File: src/rtl/add_serial_param.sv
// Digit-serial WIDTH-bit adder/subtractor, LSB first, DIGIT bits per clock.
// Define ADD_SERIAL_SAT_EN to saturate out on signed overflow.
module add_serial_param #(
    parameter int WIDTH = 8,
    parameter int DIGIT = 1
) (
    input  logic             clk,
    input  logic             rst_n,
    input  logic             en,
    input  logic             sub,
    input  logic [WIDTH-1:0] a,
    input  logic [WIDTH-1:0] b,
    output logic             busy,
    output logic             done,
    output logic [WIDTH-1:0] out,
    output logic             cout,
    output logic             ovf
);

    localparam int N  = WIDTH / DIGIT;
    localparam int CW = $clog2(N) + 1;

    typedef enum logic [1:0] {
        IDLE = 2'd0,
        ADD  = 2'd1,
        DONE = 2'd2
    } state_t;

    state_t state;
    state_t state_n;

    logic [WIDTH-1:0]       a_reg;
    logic [WIDTH-1:0]       b_reg;
    logic                   carry;
    logic [CW-1:0]          count;
    logic [DIGIT:0]         digit_sum;
    logic [DIGIT-1:0]       s;
    logic                   c;
    logic                   c_msb;
    logic                   ovf_raw;
    logic                   last;
    logic [WIDTH+DIGIT-1:0] out_cat;
    logic [WIDTH-1:0]       out_shift;
    logic [WIDTH-1:0]       out_last;

    assign digit_sum = {1'b0, a_reg[DIGIT-1:0]}
                     + {1'b0, b_reg[DIGIT-1:0]}
                     + {{DIGIT{1'b0}}, carry};
    assign s = digit_sum[DIGIT-1:0];
    assign c = digit_sum[DIGIT];

    // Ripple carry into the top bit of the digit, recovered from its sum bit.
    assign c_msb   = a_reg[DIGIT-1] ^ b_reg[DIGIT-1] ^ s[DIGIT-1];
    assign ovf_raw = c_msb ^ c;
    assign last    = (count == CW'(N - 1));

    assign out_cat   = {s, out};
    assign out_shift = out_cat[WIDTH+DIGIT-1:DIGIT];

`ifdef ADD_SERIAL_SAT_EN
    // On overflow the raw sign is wrong, so clamp toward the opposite sign.
    always_comb begin
        out_last = out_shift;
        if (ovf_raw) begin
            out_last = s[DIGIT-1] ? {1'b0, {(WIDTH-1){1'b1}}}
                                  : {1'b1, {(WIDTH-1){1'b0}}};
        end
    end
`else
    assign out_last = out_shift;
`endif

    always_comb begin
        state_n = state;
        unique case (state)
            IDLE:    if (en) state_n = ADD;
            ADD:     if (last) state_n = DONE;
            DONE:    state_n = IDLE;
            default: state_n = IDLE;
        endcase
    end

    always_ff @(posedge clk or negedge rst_n) begin
        if (!rst_n) begin
            state <= IDLE;
            busy  <= 1'b0;
            done  <= 1'b0;
        end else begin
            state <= state_n;
            busy  <= (state_n != IDLE);
            done  <= (state_n == DONE);
        end
    end

    always_ff @(posedge clk or negedge rst_n) begin
        if (!rst_n) begin
            a_reg <= '0;
            b_reg <= '0;
            carry <= 1'b0;
            count <= '0;
            out   <= '0;
            cout  <= 1'b0;
            ovf   <= 1'b0;
        end else begin
            unique case (state)
                IDLE: begin
                    if (en) begin
                        a_reg <= a;
                        b_reg <= sub ? ~b : b;
                        carry <= sub;
                        count <= '0;
                        out   <= '0;
                        cout  <= 1'b0;
                        ovf   <= 1'b0;
                    end
                end
                ADD: begin
                    a_reg <= a_reg >> DIGIT;
                    b_reg <= b_reg >> DIGIT;
                    carry <= c;
                    count <= count + CW'(1);
                    if (last) begin
                        out  <= out_last;
                        cout <= c;
                        ovf  <= ovf_raw;
                    end else begin
                        out <= out_shift;
                    end
                end
                default: begin
                end
            endcase
        end
    end

endmodule
File: config.mk
export PLATFORM = sky130hd
export DESIGN_NAME = add_serial_param
export DESIGN_NICKNAME = d
export VERILOG_FILES = /design/src/rtl/add_serial_param.sv
export SDC_FILE = /design/constraint.sdc
export NUM_CORES = 1
export LEC_CHECK = 0
export CORE_UTILIZATION = 55
export CTS_CLUSTER_SIZE = 20
export DETAILED_ROUTE_END_ITERATION = 8
export PLACE_DENSITY = 0.83
export RECOVER_POWER = 50
export SYNTH_ARGS = -nofsm -noshare
export SYNTH_HDL_FRONTEND = slang
export SYNTH_SLANG_ARGS = --single-unit
File: constraint.sdc
create_clock -name clk -period 3.1 [get_ports clk]
set_input_delay 0.62 -clock clk [delete_from_list [all_inputs] [get_ports clk]]
set_output_delay 0.62 -clock clk [all_outputs]
set_load 0.005 [all_outputs]
==> results.md, run 1 <==
- Routed len/inst: 14.24 um
- # setup viols final: 0
- Drt drc: 0
- Hold WS: 0.5275 ns
- Yosys top cell by area: dfrtp_1
- Seq pwr share: 42.1%
- Final Slew Violations: 0
- DR WL met3: 136 um
- Pre-Repair DR Iteration Count: 4
- Req. time, crit path: 3.35 ns
- Die area: 3495 um2
- Area share of the largest cell type after synthesis: 48.81%
- First-pass GRT wire length: 5.961 mm
- TritonCTS clock tree: built
- Placer Congestion: 0.7300
- Outcome: finished clean
- Sequential fraction of the synthesis area: 48.81%
- CTS hold repair buffers: 0
- Worst VDD drop: 0.0003645 V
- Crit. End Element: flop
- DRT Wirelength: 3.390 mm
- Num CTS Buffers: 5
- Final nets: 215
- Total number of yosys warnings: 0
- Area occupied by multi-input gates: 797.0 um2
- CTS resizes: 0
- Layout cells sized above 1: 12.37%
- Unrepaired setup endpoints after global routing: false
- Die Y: 59.12 um
- Setup TNS: 0 ns
- Grt ovf: 0
- Non-Filler Instances: 238
- Wl on met1: 1.545 mm
- FF+latch count, synth: 35
- Final worst path period need: 2.357 ns
- Total vias in the final route: 1325
- Max Cap Violations: 0
- Core area: 3078 um2
- Top cells by area, synth: dfrtp_1, a22oi_1, a21oi_2
- HPWL after detailed placement: 2.275 mm
- CP Launch Type: primary input
- Longest Clk Path Bufs: 2
- P_leak: 0.9114 nW
- Internal cell power: 0.001167 W
- Final core utilization: 69.67%
- Final period utilization: 76.04%
- Via density: 5.567
- Iteration-0 DRC Markers: 44
- Switching portion of total power: 37.50%
- Synth Instances: 163
- Syn Nets: 185
- Mean Syn Cell Area: 11.01 um2
- IO Port Bufs: 31
- Largest net degree at the start of global routing: 36
- Fmax: 424.2 MHz
- Vias in the first global route: 1319
- Psw: 0.0006998 W
- Length of routed met2 wiring: 1.631 mm
- Register area: 875.8 um2
- Top Ports: 32
- Die W: 59.12 um
- Clk_skew: 0.009609 ns
- Library cells used by synthesis: 33
- Clock transition at path regs: 0.11 ns
- Clock Tree Root: clkbuf_4
- Hold WC Path Type: flop to flop
- Clk network pwr share: 13.4%
- Worst-margin pin slew: 0.8922 ns
- Pwr/cell area: 870.2 nW/um2
- Initial Utilization: 58.29%
- ANT nets after route: 0
- Hold Fails Final Rpt: 0
- Setup Fix Bufs, Post-CTS: 0
- H-tree depth: 2
- Max_slew headroom: 40.40%
- Top sig layer: met4
- Antenna cells: 0
- Crit path kind: primary input to flop
- Placed Cells: 230
- Combinational power share: 44.5%
- Mapped cell area: 1794 um2
- FP Rows: 20
- CP max FO: 19
- Initial antenna violation count: 0
- # fillers: 265
- Arr. time, crit path: 2.61 ns
- CTS sink count: 35
- Area delta synth->final: 19.53%
- Clock Latency Late Sink: 0.35 ns
- All-Layer GR Usage: 23.57%
-- worst max-delay path, stage by stage --
cell	delay [ns]
dlygate4sd3_1	0.55
clkbuf_1	0.62
o21bai_1	0.46
a22o_1	0.35
-- layer usage --
metal | track usage [%] | up-vias
met5 | 0 | -
met4 | 13.27 | 0
met3 | 6.114 | 6
met2 | 38.96 | 34
met1 | 27.88 | 638
li1 | - | 647
-- per-stage QoR --
stage	total power, W	area (um2)	setup slack, ns
floorplan	0.001373	1794	1.652
global placement	0.001598	2095	1.148
detailed placement	0.001636	2095	1.103
CTS	0.001890	2152	1.176
global route	0.002019	2145	0.6011
finish	0.001866	2145	0.7429
-- synth_stat cells --
library cell,n
nand2b_1,3
xnor2_1,3
a22oi_1,14
buf_4,4
o21bai_2,1
xor2_1,8
nand2_1,5
nand3_1,1
nor2_1,1
nand3b_1,1
buf_2,3
o21ai_0,7
mux2i_1,1
ha_1,1
inv_1,6
buf_12,1
buf_6,2
clkbuf_1,2
fa_1,1
o221ai_1,2
a21oi_2,10
nor2b_2,1
a21oi_1,5
dfrtp_1,35
and3b_1,1
mux2_2,1
nor2b_1,13
o31ai_1,1
a22o_1,10
a2bb2oi_1,4
nor2b_4,1
and2b_1,1
o21ai_1,13
-- final cells by class --
cell class / count / area share [%]
Tap cell: 44 / 2.567
Inverter: 6 / 1.050
Multi-Input combinational cell: 110 / 37.16
Clock inverter: 3 / 0.9335
Clock buffer: 5 / 1.750
Timing Repair Buffer: 35 / 15.69
Sequential cell: 35 / 40.84
-- power by group through the flow --
stage,combinational [W],clock [W],sequential [W]
final,0.000830,0.000251,0.000785
after global routing,0.000931,0.000276,0.000811
after CTS,0.000846,0.000261,0.000783
after detailed placement,0.000842,0,0.000794
after global placement,0.000811,0,0.000788
after floorplan,0.000607,0,0.000767
-- cell usage in the layout (no fill, tap or decap), types with 2 or more instances in the layout --
master and n:
dlygate4sd3_1 2, a21oi_1 5, nand2_1 5, a22o_1 10, buf_4 3, o21ai_1 12, clkinvlp_4 2, clkbuf_4 5
a21oi_2 10, inv_1 6, o21ai_0 8, dfrtp_1 35, xor2_1 8, a2bb2oi_1 4, nor2b_1 13, nand2b_1 3
o221ai_1 2, a22oi_1 14, clkdlybuf4s50_1 29, xnor2_1 3
-- kinds of logic after synthesis --
| kind of cell | Yosys count | share of synthesized area [%] |
|---|---|---|
| AOI/OAI and AO/OA | 67 | 26.57 |
| DFF | 35 | 48.81 |
| buffers and inverters | 18 | 6.555 |
| and+or+nand+nor | 28 | 9.693 |
| xor gates and xnor gates | 11 | 5.370 |
| muxes | 2 | 1.185 |
| adders and majority gates | 2 | 1.813 |
-- final timing paths --
path                       startpoint       end  depth (start not counted)  slack (ns)
hold / removal                  carry     carry                          2        0.53
min in group asynchronous       rst_n    out[7]                          2        0.73
hold reg to reg                 carry     carry                          2        0.53
max in group asynchronous       rst_n  b_reg[3]                          2        2.05
setup reg to reg             state[1]      cout                          3        1.24
setup / recovery                   en    out[6]                          4        0.74
Note: power is estimated with default switching activity, not from simulation.
==> run 2, diff against run 1 <==
CORE_UTILIZATION = 52   (was 55)
PLACE_DENSITY = 0.79   (was 0.83)
clock period = 2.39 ns   (was 3.1 ns; I/O delays follow)
==> run 2 against run 1 <==
Compared with the run above: cell area increased by 0.53%; non-clock buffer count rose by 2; worst hold slack lost 0.0078 ns; first-iteration DRC count is 77% higher; clock power up 31%; critical path depth is 1 lower; combinational power up 33%; clock-buffer cell count up 1; sequential power is 31% higher; largest power group unchanged; highest routed layer unchanged.
==> results.md, run 2 (same netlist as run 1, synthesis figures left out) <==
- Setup Fix Bufs, Post-CTS: 0
- Clk_skew: 0.01090 ns
- Worst VDD drop: 0.0006600 V
- Clock Latency Late Sink: 0.34 ns
- Unrepaired setup endpoints after global routing: false
- Commonest non-fill, non-tap cell in the layout: dfrtp_1
- Longest Clk Path Bufs: 2
- Final worst path period need: 1.914 ns
- CTS resizes: 0
- Die W: 60.74 um
- All-Layer GR Usage: 21.90%
- Hold Fails Final Rpt: 0
- Die Y: 60.74 um
- Final period utilization: 80.09%
- Max_slew headroom: 34.53%
- Antenna cells: 0
- Top Ports: 32
- CP max FO: 14
- ANT nets after route: 0
- Arr. time, crit path: 2.19 ns
- Num CTS Buffers: 5
- Req. time, crit path: 2.67 ns
- Clock Tree Root: clkbuf_4
- Largest net degree at the start of global routing: 36
- HPWL after detailed placement: 2.376 mm
- CTS hold repair buffers: 0
- Routed len/inst: 14.44 um
- TritonCTS clock tree: built
- Fmax: 522.4 MHz
- DRT Wirelength: 3.450 mm
- Clock transition at path regs: 0.11 ns
- First-pass GRT wire length: 5.844 mm
- Initial Utilization: 56.90%
- Worst-margin pin slew: 0.9801 ns
- Outcome: finished clean
- H-tree depth: 2
- Drt drc: 0
- Commonest cells after routing, fill and taps aside: dfrtp_1, clkdlybuf4s50_1, a22oi_1, o21ai_1, nor2b_1
- Crit. End Element: flop
- CP Launch Type: flop
- P_leak: 0.9269 nW
- Initial antenna violation count: 0
- Max Cap Violations: 0
- Hold WC Path Type: flop to flop
- Crit path kind: flop to flop
- Pre-Repair DR Iteration Count: 4
- Iteration-0 DRC Markers: 78
- Grt ovf: 0
- IO Port Bufs: 31
- Final Slew Violations: 0
- Non-Filler Instances: 239
- Area delta synth->final: 20.15%
- Via density: 5.586
- Pwr/cell area: 1143 nW/um2
- CTS sink count: 35
- Die area: 3689 um2
- Placer Congestion: 0.8354
- Vias in the first global route: 1268
- Core area: 3153 um2
- FP Rows: 20
- Total vias in the final route: 1335
- Placed Cells: 232
- Layout cells sized above 1: 12.82%
- # setup viols final: 0
- Setup TNS: 0 ns
- Final nets: 217
-- run 2: changes by cell type in the layout (fill, tap and decap cells not counted) --
cell             before  now
clkinvlp_4            2    0
clkdlybuf4s50_1      29   30
buf_4                 3    4
o21ai_1              12   13
clkbuf_8              0    1
clkbuf_2              0    1
o21ai_0               8    7
dlygate4sd3_1         2    1
-- run 2: layout make-up --
cell class / count / area [um2]
Sequential cell: 35 / 875.8
Inverter: 6 / 22.52
Clock buffer: 6 / 51.30
Multi-Input combinational cell: 110 / 797.0
Timing Repair Buffer: 37 / 349.1
Fill cell: 286 / 997.2
Clock inverter: 1 / 5.005
Tap cell: 44 / 55.05
-- run 2: final timing paths --
path	startpoint	end	slack [ns]	cells after the start
max	state[0]	out[4]	0.48	3
min	out[0]	out[0]	0.52	1
max reg2reg	state[0]	out[4]	0.48	3
min reg2reg	out[0]	out[0]	0.52	1
max in group asynchronous	rst_n	count[1]	1.10	2
min in group asynchronous	rst_n	out[1]	0.76	2
-- run 2: worst max-delay path, stage by stage (launching register included) --
cell and delay (ns):
dfrtp_1 0.52, clkbuf_1 0.24, o21bai_1 0.81, a22o_1 0.27
-- run 2: layer usage --
metal / share of wire (%) / vias up / wire, um / global-route usage [%]
li1: - / 647 / - / -
met1: 46 / 641 / 1594 / 28.29
met2: 47 / 41 / 1630 / 35.79
met3: 5.1 / 6 / 176 / 5.757
met4: 1.4 / 0 / 48 / 7.792
met5: 0 / - / 0 / 0
-- run 2: metrics by stage --
stage	total power (W)	hold WS, ns	setup WS (ns)	utilization, %	instance area, um2
after CTS	0.002490	0.5292	0.5588	68.69	2166
after floorplan	0.001781	0.1824	0.9586	-	1794
final	0.002465	0.5196	0.4758	68.37	2156
after detailed placement	0.002161	0.5003	0.1899	66.90	2110
after global placement	0.002112	0.4888	0.3210	66.90	2110
after global routing	0.002657	0.5439	0.3387	68.37	2156
-- run 2: power by group --
part / total (W) / switching (W) / internal, W / leakage [nW]
registers: 0.00103 / 0.000206 / 0.000827 / 0.455
clock network: 0.000330 / 0.000194 / 0.000136 / 0.0341
logic: 0.00110 / 0.000508 / 0.000593 / 0.438
total: 0.00246 / 0.000908 / 0.00156 / 0.927
==> run 3, diff against run 2 <==
CORE_UTILIZATION = 47   (was 52)
PLACE_DENSITY = 0.75   (was 0.79)
clock period = 1.7 ns   (was 2.39 ns; I/O delays follow)
==> run 3 against run 2 <==
Compared with the run above: first-iteration DRC count fell by 41%; maximum frequency grew 24%; largest power group unchanged; clock skew shrank 0.0021 ns; register-to-register slack lost 0.32 ns; die area grew 10%; utilization is 7.4 points lower.
==> results.md, run 3 (same netlist as run 1, synthesis figures left out) <==
- CTS sink count: 35
- Commonest cells after routing, fill and taps aside: dfrtp_1, clkdlybuf4s50_1, nor2b_1, a22oi_1, o21ai_1
- Fmax: 646.8 MHz
- Top Ports: 32
- Worst-margin pin slew: 0.8495 ns
- H-tree depth: 2
- Unrepaired setup endpoints after global routing: false
- All-Layer GR Usage: 20.46%
- Longest Clk Path Bufs: 2
- Outcome: finished clean
- Pwr/cell area: 1617 nW/um2
- Clock Latency Late Sink: 0.29 ns
- ANT nets after route: 0
- P_leak: 0.9708 nW
- Via density: 5.426
- Final Slew Violations: 0
- Grt ovf: 0
- Setup Fix Bufs, Post-CTS: 0
- Layout cells sized above 1: 15.42%
- Crit. End Element: flop
- Initial Utilization: 49.01%
- Placed Cells: 243
- Largest net degree at the start of global routing: 36
- # fillers: 304
- Switching portion of total power: 35.78%
- FF-to-FF setup slack: 0.15 ns
- Final period utilization: 90.95%
- Drt drc: 0
- CP Launch Type: flop
- Wl on met1: 1.603 mm
- Hold Path Stages: 2
- First-pass GRT wire length: 6.251 mm
- Seq pwr share: 39.3%
- Die W: 63.79 um
- Placer Congestion: 0.8663
- Hold WC Path Type: flop to flop
- Final worst path period need: 1.546 ns
- Core area: 3661 um2
- Worst VDD drop: 0.0007348 V
- TritonCTS clock tree: built
- Arr. time, crit path: 1.71 ns
- Worst R2R Path Depth: 5
- Max Cap Violations: 0
- Initial antenna violation count: 0
- Req. time, crit path: 1.86 ns
- Internal cell power: 0.002319 W
- Top sig layer: met4
- Setup TNS: 0 ns
- Commonest non-fill, non-tap cell in the layout: dfrtp_1
- Vias in the first global route: 1391
- Clock Tree Root: clkbuf_8
- CTS hold repair buffers: 0
- Clk_skew: 0.008755 ns
- DRT Wirelength: 3.585 mm
- # setup viols final: 0
- Routed len/inst: 14.40 um
- Crit path kind: flop to flop
- Area delta synth->final: 24.41%
- Psw: 0.001292 W
- Iteration-0 DRC Markers: 46
- Die Y: 63.79 um
- IO Port Bufs: 31
- Pre-Repair DR Iteration Count: 4
- Clk network pwr share: 15.1%
- Total power: 0.003610 W
- Hold Fails Final Rpt: 0
- Length of routed met2 wiring: 1.788 mm
- Non-Filler Instances: 249
- CP max FO: 3
- CTS resizes: 0
- HPWL after detailed placement: 2.538 mm
- FP Rows: 22
- Clock transition at path regs: 0.06 ns
- Antenna cells: 0
- Num CTS Buffers: 5
- Final nets: 224
- DR WL met3: 130 um
- Total vias in the final route: 1351
- Die area: 4069 um2
- Max_slew headroom: 43.37%
- Combinational power share: 45.6%
-- run 3: final timing paths --
| path | start | to |
|---|---|---|
| max | a_reg[0] | ovf |
| min | carry | carry |
| max reg2reg | a_reg[0] | ovf |
| min reg2reg | carry | carry |
| max in group asynchronous | rst_n | out[0] |
| min in group asynchronous | rst_n | b_reg[6] |
-- run 3: stage by stage --
step / util, % / instance area, um2 / hold WS (ns) / setup WS (ns)
5_1_grt: 60.97 / 2232 / 0.5336 / 0.05026
2_1_floorplan: - / 1794 / 0.04441 / 0.2686
3_3_place_gp: 59.19 / 2167 / 0.4807 / 0.1389
4_1_cts: 61.18 / 2240 / 0.4943 / 0.1443
6_report: 60.97 / 2232 / 0.5152 / 0.1539
3_5_place_dp: 59.19 / 2167 / 0.5032 / 0.06898
-- run 3: routing by layer --
metal  up-vias  global-route usage [%]
met5         -                       0
met4         0                   8.239
met3         7                   6.071
met2        26                   32.18
met1       660                   26.32
li1        658                       -
-- run 3: critical path, cell delays in order, from the launching register on --
cell,delay (ns)
dfrtp_1,0.38
inv_1,0.09
fa_1,0.59
xnor2_1,0.15
xnor2_1,0.14
o21ai_1,0.08
-- run 3: power by group through the flow --
stage	logic (W)	registers [W]	clock network [W]
2_1_floorplan	0.00111	0.00140	0
3_3_place_gp	0.00161	0.00141	0
3_5_place_dp	0.00167	0.00143	0
4_1_cts	0.00168	0.00142	0.000557
5_1_grt	0.00183	0.00147	0.000605
6_report	0.00165	0.00142	0.000545
-- run 3: cell type report --
class | instances | area, um2 | share of cell area, %
flip-flops and latches | 35 | 875.8 | 39.24
well taps | 48 | 60.06 | 2.691
repair buffers | 44 | 402.9 | 18.05
clock buffers | 6 | 72.57 | 3.251
inverters | 6 | 22.52 | 1.009
multi-input cells | 110 | 798.3 | 35.76
